## src/rtl/ccip_mmio_csr_responder_if.sv

```systemverilog
// CCI-P MMIO request/response bundle between the port (master) and the AFU CSR responder (slave).
interface ccip_mmio_csr_responder_if;
  logic         C0RxMMIOWrValid;
  logic         C0RxMMIORdValid;
  logic [15:0]  C0RxMMIOIndex;
  logic [1:0]   C0RxMMIOLen;
  logic [8:0]   C0RxMMIOTid;
  logic [511:0] C0RxData;
  logic         C2TxMMIORdValid;
  logic [8:0]   C2TxTid;
  logic [63:0]  C2TxData;

  modport master (
    output C0RxMMIOWrValid, C0RxMMIORdValid, C0RxMMIOIndex, C0RxMMIOLen, C0RxMMIOTid, C0RxData,
    input  C2TxMMIORdValid, C2TxTid, C2TxData
  );

  modport slave (
    input  C0RxMMIOWrValid, C0RxMMIORdValid, C0RxMMIOIndex, C0RxMMIOLen, C0RxMMIOTid, C0RxData,
    output C2TxMMIORdValid, C2TxTid, C2TxData
  );
endinterface

```

## src/rtl/ccip_mmio_csr_responder.sv

```systemverilog
// CCI-P MMIO CSR responder: NUM_CSR 64-bit CSRs, fixed-latency read completions on C2 Tx.
// Define CCIP_MMIO_DFH_EN to make CSR0 a read-only DFH returning DFH_VALUE.
module ccip_mmio_csr_responder #(
  parameter int          NUM_CSR      = 16,
  parameter logic [15:0] CSR_BASE_IDX = 16'h0000,
  parameter int          RD_LATENCY   = 2,
  parameter logic [63:0] DFH_VALUE    = 64'h0
) (
  input  logic                     clk,
  input  logic                     SoftReset,
  ccip_mmio_csr_responder_if.slave bus,
  output logic [NUM_CSR*64-1:0]    csr_q,
  output logic [NUM_CSR-1:0]       csr_wr_pulse,
  output logic                     err_req,
  output logic [31:0]              rd_count
);

  localparam int IDX_W = (NUM_CSR > 1) ? $clog2(NUM_CSR) : 1;

  typedef struct packed {
    logic        valid;
    logic [8:0]  tid;
    logic [63:0] data;
  } rdStage_t;

  logic [63:0] csrReg  [NUM_CSR];
  logic [63:0] csrView [NUM_CSR];
  rdStage_t    rdPipe  [RD_LATENCY];

  logic [15:0]      off;
  logic             hit;
  logic             hi;
  logic [IDX_W-1:0] csrIdx;
  logic             fmtBad;
  logic             collide;
  logic             wrEn;
  logic             wrErr;
  logic             rdAcc;
  logic             rdErr;
  logic [63:0]      rdSel;
  logic [63:0]      rdData;

  // Only the low quadword of the write payload is meaningful.
  logic unusedDataBits;
  assign unusedDataBits = ^bus.C0RxData[511:64];

  // Register view seen by SW and by csr_q; CSR0 may be replaced by the DFH constant.
  always_comb begin
    for (int i = 0; i < NUM_CSR; i++) csrView[i] = csrReg[i];
`ifdef CCIP_MMIO_DFH_EN
    csrView[0] = DFH_VALUE;
`endif
  end

  for (genvar g = 0; g < NUM_CSR; g++) begin : gCsrQ
    assign csr_q[g*64 +: 64] = csrView[g];
  end

  // Request decode
  always_comb begin
    off     = bus.C0RxMMIOIndex - CSR_BASE_IDX;
    hit     = (bus.C0RxMMIOIndex >= CSR_BASE_IDX) && (off[15:1] < 15'(NUM_CSR));
    hi      = off[0];
    csrIdx  = off[IDX_W:1];
    fmtBad  = bus.C0RxMMIOLen[1] || (bus.C0RxMMIOLen == 2'b01 && hi);
    collide = bus.C0RxMMIOWrValid && bus.C0RxMMIORdValid;

    wrEn  = bus.C0RxMMIOWrValid && !bus.C0RxMMIORdValid && hit && !fmtBad;
`ifdef CCIP_MMIO_DFH_EN
    if (csrIdx == '0) wrEn = 1'b0;
`endif
    wrErr = bus.C0RxMMIOWrValid && !bus.C0RxMMIORdValid && hit && fmtBad;
    rdAcc = bus.C0RxMMIORdValid && !bus.C0RxMMIOWrValid;
    rdErr = rdAcc && hit && fmtBad;
  end

  // Read data mux; misses and malformed requests complete with zero data.
  // NOTE: every always_comb output gets a default first so no path infers a latch.
  always_comb begin
    rdSel = '0;
    for (int i = 0; i < NUM_CSR; i++) begin
      if (csrIdx == IDX_W'(i)) rdSel = csrView[i];
    end
    rdData = '0;
    if (hit && !fmtBad) begin
      if (bus.C0RxMMIOLen == 2'b01) rdData = rdSel;
      else                          rdData = {32'h0, hi ? rdSel[63:32] : rdSel[31:0]};
    end
  end

  // CSR storage and write strobes.
  // NOTE: the CSRs are discrete flops, not a RAM, so the whole array is cleared on reset.
  always_ff @(posedge clk or posedge SoftReset) begin
    if (SoftReset) begin
      for (int i = 0; i < NUM_CSR; i++) csrReg[i] <= '0;
      csr_wr_pulse <= '0;
    end else begin
      csr_wr_pulse <= '0;
      if (wrEn) begin
        csr_wr_pulse <= NUM_CSR'(1) << csrIdx;
        for (int i = 0; i < NUM_CSR; i++) begin
          if (csrIdx == IDX_W'(i)) begin
            if (bus.C0RxMMIOLen == 2'b01) csrReg[i]         <= bus.C0RxData[63:0];
            else if (hi)                  csrReg[i][63:32] <= bus.C0RxData[31:0];
            else                          csrReg[i][31:0]  <= bus.C0RxData[31:0];
          end
        end
      end
    end
  end

  // Error pulse and saturating accepted-read counter
  always_ff @(posedge clk or posedge SoftReset) begin
    if (SoftReset) begin
      err_req  <= 1'b0;
      rd_count <= '0;
    end else begin
      err_req <= collide || wrErr || rdErr;
      if (rdAcc && rd_count != 32'hFFFF_FFFF) rd_count <= rd_count + 32'd1;
    end
  end

  // Read completion shift pipe; payload only advances behind a valid so the
  // C2 tid/data hold their last value between responses.
  always_ff @(posedge clk or posedge SoftReset) begin
    if (SoftReset) begin
      for (int i = 0; i < RD_LATENCY; i++) rdPipe[i] <= '0;
    end else begin
      rdPipe[0].valid <= rdAcc;
      if (rdAcc) begin
        rdPipe[0].tid  <= bus.C0RxMMIOTid;
        rdPipe[0].data <= rdData;
      end
      for (int i = 1; i < RD_LATENCY; i++) begin
        rdPipe[i].valid <= rdPipe[i-1].valid;
        if (rdPipe[i-1].valid) begin
          rdPipe[i].tid  <= rdPipe[i-1].tid;
          rdPipe[i].data <= rdPipe[i-1].data;
        end
      end
    end
  end

  assign bus.C2TxMMIORdValid = rdPipe[RD_LATENCY-1].valid;
  assign bus.C2TxTid         = rdPipe[RD_LATENCY-1].tid;
  assign bus.C2TxData        = rdPipe[RD_LATENCY-1].data;

endmodule

```

## src/flat_wrapper.sv

```systemverilog
// flat-port wrapper written by rule: the top's interface ports become plain ports
module ccip_mmio_csr_responder_flat 
#(
  parameter int          NUM_CSR      = 16,
  parameter logic [15:0] CSR_BASE_IDX = 16'h0000,
  parameter int          RD_LATENCY   = 2,
  parameter logic [63:0] DFH_VALUE    = 64'h0
)
  (clk, SoftReset, csr_q, csr_wr_pulse, err_req, rd_count, bus_C0RxMMIOWrValid, bus_C0RxMMIORdValid, bus_C0RxMMIOIndex, bus_C0RxMMIOLen, bus_C0RxMMIOTid, bus_C0RxData, bus_C2TxMMIORdValid, bus_C2TxTid, bus_C2TxData);
  ccip_mmio_csr_responder_if bus_i ();
  input  logic clk;
  input  logic SoftReset;
  output logic [NUM_CSR*64-1:0] csr_q;
  output logic [NUM_CSR-1:0] csr_wr_pulse;
  output logic err_req;
  output logic [31:0] rd_count;
  input wire logic [$bits(bus_i.C0RxMMIOWrValid)-1:0] bus_C0RxMMIOWrValid;
  input wire logic [$bits(bus_i.C0RxMMIORdValid)-1:0] bus_C0RxMMIORdValid;
  input wire logic [$bits(bus_i.C0RxMMIOIndex)-1:0] bus_C0RxMMIOIndex;
  input wire logic [$bits(bus_i.C0RxMMIOLen)-1:0] bus_C0RxMMIOLen;
  input wire logic [$bits(bus_i.C0RxMMIOTid)-1:0] bus_C0RxMMIOTid;
  input wire logic [$bits(bus_i.C0RxData)-1:0] bus_C0RxData;
  output wire logic [$bits(bus_i.C2TxMMIORdValid)-1:0] bus_C2TxMMIORdValid;
  output wire logic [$bits(bus_i.C2TxTid)-1:0] bus_C2TxTid;
  output wire logic [$bits(bus_i.C2TxData)-1:0] bus_C2TxData;
  assign bus_i.C0RxMMIOWrValid = bus_C0RxMMIOWrValid;
  assign bus_i.C0RxMMIORdValid = bus_C0RxMMIORdValid;
  assign bus_i.C0RxMMIOIndex = bus_C0RxMMIOIndex;
  assign bus_i.C0RxMMIOLen = bus_C0RxMMIOLen;
  assign bus_i.C0RxMMIOTid = bus_C0RxMMIOTid;
  assign bus_i.C0RxData = bus_C0RxData;
  assign bus_C2TxMMIORdValid = bus_i.C2TxMMIORdValid;
  assign bus_C2TxTid = bus_i.C2TxTid;
  assign bus_C2TxData = bus_i.C2TxData;
  ccip_mmio_csr_responder #(.NUM_CSR(NUM_CSR), .CSR_BASE_IDX(CSR_BASE_IDX), .RD_LATENCY(RD_LATENCY), .DFH_VALUE(DFH_VALUE)) u_core (.clk(clk), .SoftReset(SoftReset), .bus(bus_i), .csr_q(csr_q), .csr_wr_pulse(csr_wr_pulse), .err_req(err_req), .rd_count(rd_count));
endmodule
```

## config.mk

```make
export PLATFORM = sky130hd
export DESIGN_NAME = ccip_mmio_csr_responder_flat
export DESIGN_NICKNAME = d
export VERILOG_FILES = /design/src/rtl/ccip_mmio_csr_responder_if.sv /design/src/rtl/ccip_mmio_csr_responder.sv /design/src/flat_wrapper.sv
export SDC_FILE = /design/constraint.sdc
export NUM_CORES = 2
export LEC_CHECK = 0
export CAP_MARGIN = 25
export CORE_AREA = 2 2 650 652
export DETAILED_ROUTE_END_ITERATION = 16
export DIE_AREA = 0 0 652 654
export GPL_ROUTABILITY_DRIVEN = 1
export SETUP_SLACK_MARGIN = 0.4
export SYNTH_ARGS = -nofsm -noshare
export SYNTH_HDL_FRONTEND = slang
export SYNTH_SLANG_ARGS = --single-unit
```

## constraint.sdc

```tcl
create_clock -name clk -period 76.1 [get_ports clk]
set_clock_uncertainty 0.1 [all_clocks]
set_input_delay 15.22 -clock clk [delete_from_list [all_inputs] [get_ports clk]]
set_output_delay 15.22 -clock clk [all_outputs]
set_load 0.1 [all_outputs]
```

### Word-level counts from Yosys, hierarchy flattened

Index checks and enable logic that the tools add are counted.

* logic and storage cells: 138
* bits in registers: 1221
* input bits: 543

* shifts and indexed selects: 1
* equal/unequal tests: 18
* reductions and logical operators: 52
* add/sub/neg operators: 1
* magnitude comparators: 2
* multiplexer cells: 23

Operator list (count)
* 64-bit two-way mux: 19
* 32-bit two-way mux: 3
* 3-bit AND reduction: 32
* 32-bit by 1-bit adder with 32-bit output, second input constant: 1
* 4-bit equality test, second input constant: 8
* 32-bit inequality test, second input constant: 1
* 4-bit by 3-bit equality test with 1-bit output, second input constant: 4
* 16-bit by 1-bit >= comparator with 1-bit output, second input constant: 1
* 16-bit two-way mux: 1
* 1-bit by 4-bit left shift with 16-bit output, first input constant: 1
* 15-bit by 5-bit < comparator with 1-bit output, second input constant: 1
* 1-bit logical AND: 12
* 4-bit by 2-bit equality test with 1-bit output, second input constant: 2
* 4-bit by 1-bit equality test with 1-bit output, second input constant: 1
* 4-bit zero test: 1
* 1-bit zero test: 3
* 1-bit logical OR: 3
* 2-bit by 1-bit equality test with 1-bit output, second input constant: 1
* 2-bit by 1-bit inequality test with 1-bit output, second input constant: 1
* 2-bit nonzero test: 1

### Depth between registers and ports, before layout

* depth after elaboration: 20
* depth in mapped cells: 12

### Least setup slack after synthesis

Ideal clock, no wire load.

* path kind: input -> register
* start point: input port bus_C0RxMMIOIndex[8]
* end point: register u_core.csrReg (netlist bit u_core.csr_q[832])
* cell stages on the path: 7
* data arrival time: 17.689 ns
* slack: 58.186 ns
* path buffers: 1
* cell sequence: or4_1 > or4b_1 > or3b_4 > nand2b_1 > nor2_2 > buf_4 > mux2_2

* longest elaborated chain between the ends: 5
* elaborated cells between the ends (all ways): 6
* those cells by class: order compare: 2; reduce/logical: 4

Ends and longest elaborated chain
* start, declared: RTL line flat_wrapper.sv:19 `input wire logic [$bits(bus_i.C0RxMMIOIndex)-1:0] bus_C0RxMMIOIndex;`
* 16-bit by 1-bit >= comparator with 1-bit output or 15-bit by 5-bit < comparator with 1-bit output (tied branches): RTL line ccip_mmio_csr_responder.sv:62 `hit = (bus.C0RxMMIOIndex >= CSR_BASE_IDX) && (off[15:1] < 15'(NUM_CSR));`
* 1-bit logical AND (*): RTL line ccip_mmio_csr_responder.sv:62
* 1-bit logical AND (*) (2 in series): RTL line ccip_mmio_csr_responder.sv:68 `wrEn = bus.C0RxMMIOWrValid && !bus.C0RxMMIORdValid && hit && !fmtBad;`
* 3-bit AND reduction (no source line) (*)
* end signal, assigned by index: RTL line ccip_mmio_csr_responder.sv:103 `if (bus.C0RxMMIOLen == 2'b01) csrReg[i] <= bus.C0RxData[63:0];`
* end signal, assigned by index: RTL line ccip_mmio_csr_responder.sv:104 `else if (hi) csrReg[i][63:32] <= bus.C0RxData[31:0];`
* end signal, assigned by index: RTL line ccip_mmio_csr_responder.sv:105 `else csrReg[i][31:0] <= bus.C0RxData[31:0];`
* end, declared: RTL line ccip_mmio_csr_responder.sv:26 `logic [63:0] csrReg [NUM_CSR];`

Mark *: on every way between the ends. The rest lies on a longest branch, timed or not.
A chain may end at the register's enable or synchronous reset.

### Final worst setup path

* start point: input port bus_C0RxMMIOIndex[4]
* end point: register u_core.rdPipe[103] in the netlist's numbering

* longest elaborated chain between the ends: 20
* elaborated cells between the ends (all ways): 39
* those cells by class: order compare: 2; eq/ne: 15; mux: 19; reduce/logical: 3

Ends and longest elaborated chain
* 4-bit zero test: RTL line ccip_mmio_csr_responder.sv:82 `if (csrIdx == IDX_W'(i)) rdSel = csrView[i];`
* 64-bit two-way mux (16 in series): RTL line ccip_mmio_csr_responder.sv:82
* 32-bit two-way mux: RTL line ccip_mmio_csr_responder.sv:87 `else rdData = {32'h0, hi ? rdSel[63:32] : rdSel[31:0]};`
* 64-bit two-way mux: RTL line ccip_mmio_csr_responder.sv:86 `if (bus.C0RxMMIOLen == 2'b01) rdData = rdSel;`
* 64-bit two-way mux (*): RTL line ccip_mmio_csr_responder.sv:85 `if (hit && !fmtBad) begin`
* end, declared: RTL line ccip_mmio_csr_responder.sv:28 `rdStage_t rdPipe [RD_LATENCY];`

Marks and branches as above.

==> impl_metrics.json <==
{
  "crit_fanout": 46,
  "antenna_found_initial": 92,
  "synthArstFlopShare_pct": 100,
  "arrival_ns": 20.32,
  "finalNetCount": 6841,
  "ys.flop_type": "dfrtp_1",
  "status": "finished, final reports clean",
  "setup_violations": 0,
  "max_freq_ghz": 0.0508,
  "cts_inserted_buffers": 165,
  "cts_hold_buf": 0,
  "drc": 0,
  "rsz0062_at_grt": "false",
  "p_total_mw": 1.66,
  "antenna_left": 0,
  "grt_usage_pct": 22.7,
  "post-place-ws_ns": 55.68,
  "dp_hpwl_mm": 389,
  "cts_tree": "done",
  "vdd_drop_max_v": 0.0000292,
  "finalMaxSlewViolations": 0,
  "fin_area_mm2": 0.0803,
  "synth_cell_types": 85,
  "layout-drive-gt1-share_pct": 25.4,
  "io_pins": 1690,
  "syn_nets": 5688,
  "holdWs_ns": 0.373,
  "worst_pin_slew_ns": 1.14,
  "postCtsSetupRepairBufs": 0,
  "drt-initial-drc-count": 6804,
  "cts_root_buf": "clkbuf_16",
  "fin_setup_tns_ns": 0,
  "synth_area_leaders": "dfrtp_1 (55%), mux2_2 (7.6%), o21ai_0 (6.3%), nand2_1 (5.1%), mux2_1 (4.9%)",
  "cp-start-kind": "input port",
  "synthesis.instances": 5144,
  "drt_pass1_iterations": 6,
  "grt_max_degree": 140,
  "end_kind": "register",
  "min_path_type": "reg2reg",
  "nFillCells": 46000,
  "htreeDepth": 4,
  "leakage_nw": 35.8,
  "synth-edff-count": 0,
  "grt_pass1_wl_mm": 618,
  "insertion_delay_ns": 0.92,
  "post_cts_resized": 0,
  "drt-wirelength-per-cell_um": 42.0,
  "cap_viol_max_count": 0,
  "avgSynthCellArea_um2": 10.8,
  "netlist_top_cells_count": "dfrtp_1 (1221), nand2_1 (756), o21ai_0 (698)",
  "syn_to_final_growth_pct": 44.3,
  "die_h_um": 654,
  "period_share_pct": 25.9,
  "yosysTopAreaCell": "dfrtp_1",
  "fin_crit_ns": 19.69,
  "overflow": 0,
  "yosysSeqAreaShare_pct": 55.0,
  "path_clk_slew_ns": 0.06,
  "die_width_um": 652,
  "core_area_mm2": 0.419,
  "critPathKind": "in2reg",
  "gp_congestion": 0.924,
  "worst_ep_required_time_ns": 76.74,
  "yosysMostFrequentCell": "dfrtp_1",
  "clockBufferDepth": 4,
  "cts_sinks": 1221,
  "design.die.area_mm2": 0.426,
  "yosys_warnings": 0,
  "port_buffers": 1241,
  "synth_top_area_share_pct": 55.0,
  "slew_headroom_pct": 23.6,
  "viasPerCell": 4.37,
  "first_global_vias": 49200,
  "wirelength_mm": 503,
  "hold_violations": 0,
  "fin_ws_ns": 56.41,
  "rows": 238,
  "powerDensity_mw_per_mm2": 20.7,
  "synth_area_mm2": 0.0556,
  "yosys_register_bits": 1221,
  "start_util_pct": 13.3,
  "placed_cell_area_mm2": 0.0743,
  "dr_total_vias": 52300
}
-- logic make-up (layout without fill, tap and decap cells) --
family / Yosys count / count (layout) / share of synthesized area [%]
buffers and inverters: 540 / 1818 / 4.57
flip-flops: 1221 / 1221 / 55.0
AO/OA/AOI/OAI: 1450 / 1450 / 15.6
other: 0 / 22 / 0
AND/OR/NAND/NOR: 1124 / 1124 / 8.67
multiplexers: 776 / 776 / 15.6
XOR/XNOR: 31 / 31 / 0.488
adder cells (fa/ha/maj): 2 / 2 / 0.0405
-- sequential cells by signal, indices dropped and copies added, names as in the netlist --
| name | count |
|---|---|
| u_core.bus.C2TxTid | 9 |
| u_core.rdPipe | 74 |
| u_core.err_req | 1 |
| u_core.csr_q | 1024 |
| u_core.rd_count | 32 |
| u_core.bus.C2TxData | 64 |
| u_core.csr_wr_pulse | 16 |
| u_core.bus.C2TxMMIORdValid | 1 |
-- critical path, stage by stage --
cell and delay [ns]:
buf_8 0.45, buf_4 0.83, nand2b_4 0.53, buf_4 0.45, buf_4 0.45, a21oi_1 0.16
a2111oi_1 0.30, buf_4 0.24, o21ai_0 0.21, a221o_1 0.57, or2_2 0.36, a32o_1 0.25
-- final cells by class --
type	instances	area [um^2]	share of cell area, %
clock buffer	222	4640	5.79
clock inverter	70	963	1.20
sequential	1221	30600	38.1
inverter	19	93.8	0.117
antenna	22	55.1	0.0686
timing repair buffer	1507	13800	17.2
multi-input combinational	3383	23200	29.0
tap	5520	6910	8.61
-- through the flow --
| stage | util (%) | std cells |
|---|---|---|
| finish | 19.1 | 12000 |
| global route | 19.1 | 11900 |
| CTS | 19.1 | 11900 |
| detailed placement | 17.7 | 11600 |
| global placement | 17.5 | 11600 |
| floorplan | - | 5144 |
-- worst paths after layout --
kind | startpoint | end | slack, ns | cells past startpoint
max in group asynchronous | SoftReset | u_core.csr_q[157] | 57.27 | 7
worst min-delay path | u_core.rdPipe[140] | u_core.rdPipe[140] | 0.37 | 2
worst max-delay path | bus_C0RxMMIOIndex[4] | u_core.rdPipe[103] | 56.41 | 12
worst max register to register | u_core.csr_q[352] | u_core.rdPipe[74] | 72.84 | 6
min in group asynchronous | SoftReset | u_core.csr_q[643] | 14.79 | 2
worst min register to register | u_core.rdPipe[140] | u_core.rdPipe[140] | 0.37 | 2
-- power breakdown --
part	internal (mW)	switching [mW]	leakage, nW
logic	0.0354	0.138	16.1
registers	0.653	0.00351	17.0
clock network	0.486	0.349	2.74
-- layer usage --
metal  part of all wire [%]  GRT usage (%)  vias up
li1                       -              -    20800
met1                     40           28.0    27000
met2                     40           32.5     3705
met3                     13           10.8      883
met4                    6.6           11.9       14
met5                  0.016              0        -
-- layout by cell type (no fill, tap or decap), types with 17 or more instances in the layout --
cell and count:
a211oi_1 23, a21o_1 17, a21oi_1 212, a221oi_1 47, a22oi_1 67, a31oi_1 19, buf_16 38, buf_2 74
buf_4 694, clkbuf_1 28, clkbuf_16 167, clkbuf_8 29, clkdlybuf4s50_1 667, clkinv_2 23, dfrtp_1 1220, diode_2 22
mux2_1 241, mux2_2 374, mux2i_1 119, nand2_1 737, nand2_4 26, nand3_1 40, nor2_1 133, nor3_1 27
o211ai_1 19, o21ai_0 694, o21ai_1 67, o221ai_1 39, o22ai_1 68, xnor2_1 19
Note: power is estimated with default switching activity, not from simulation.
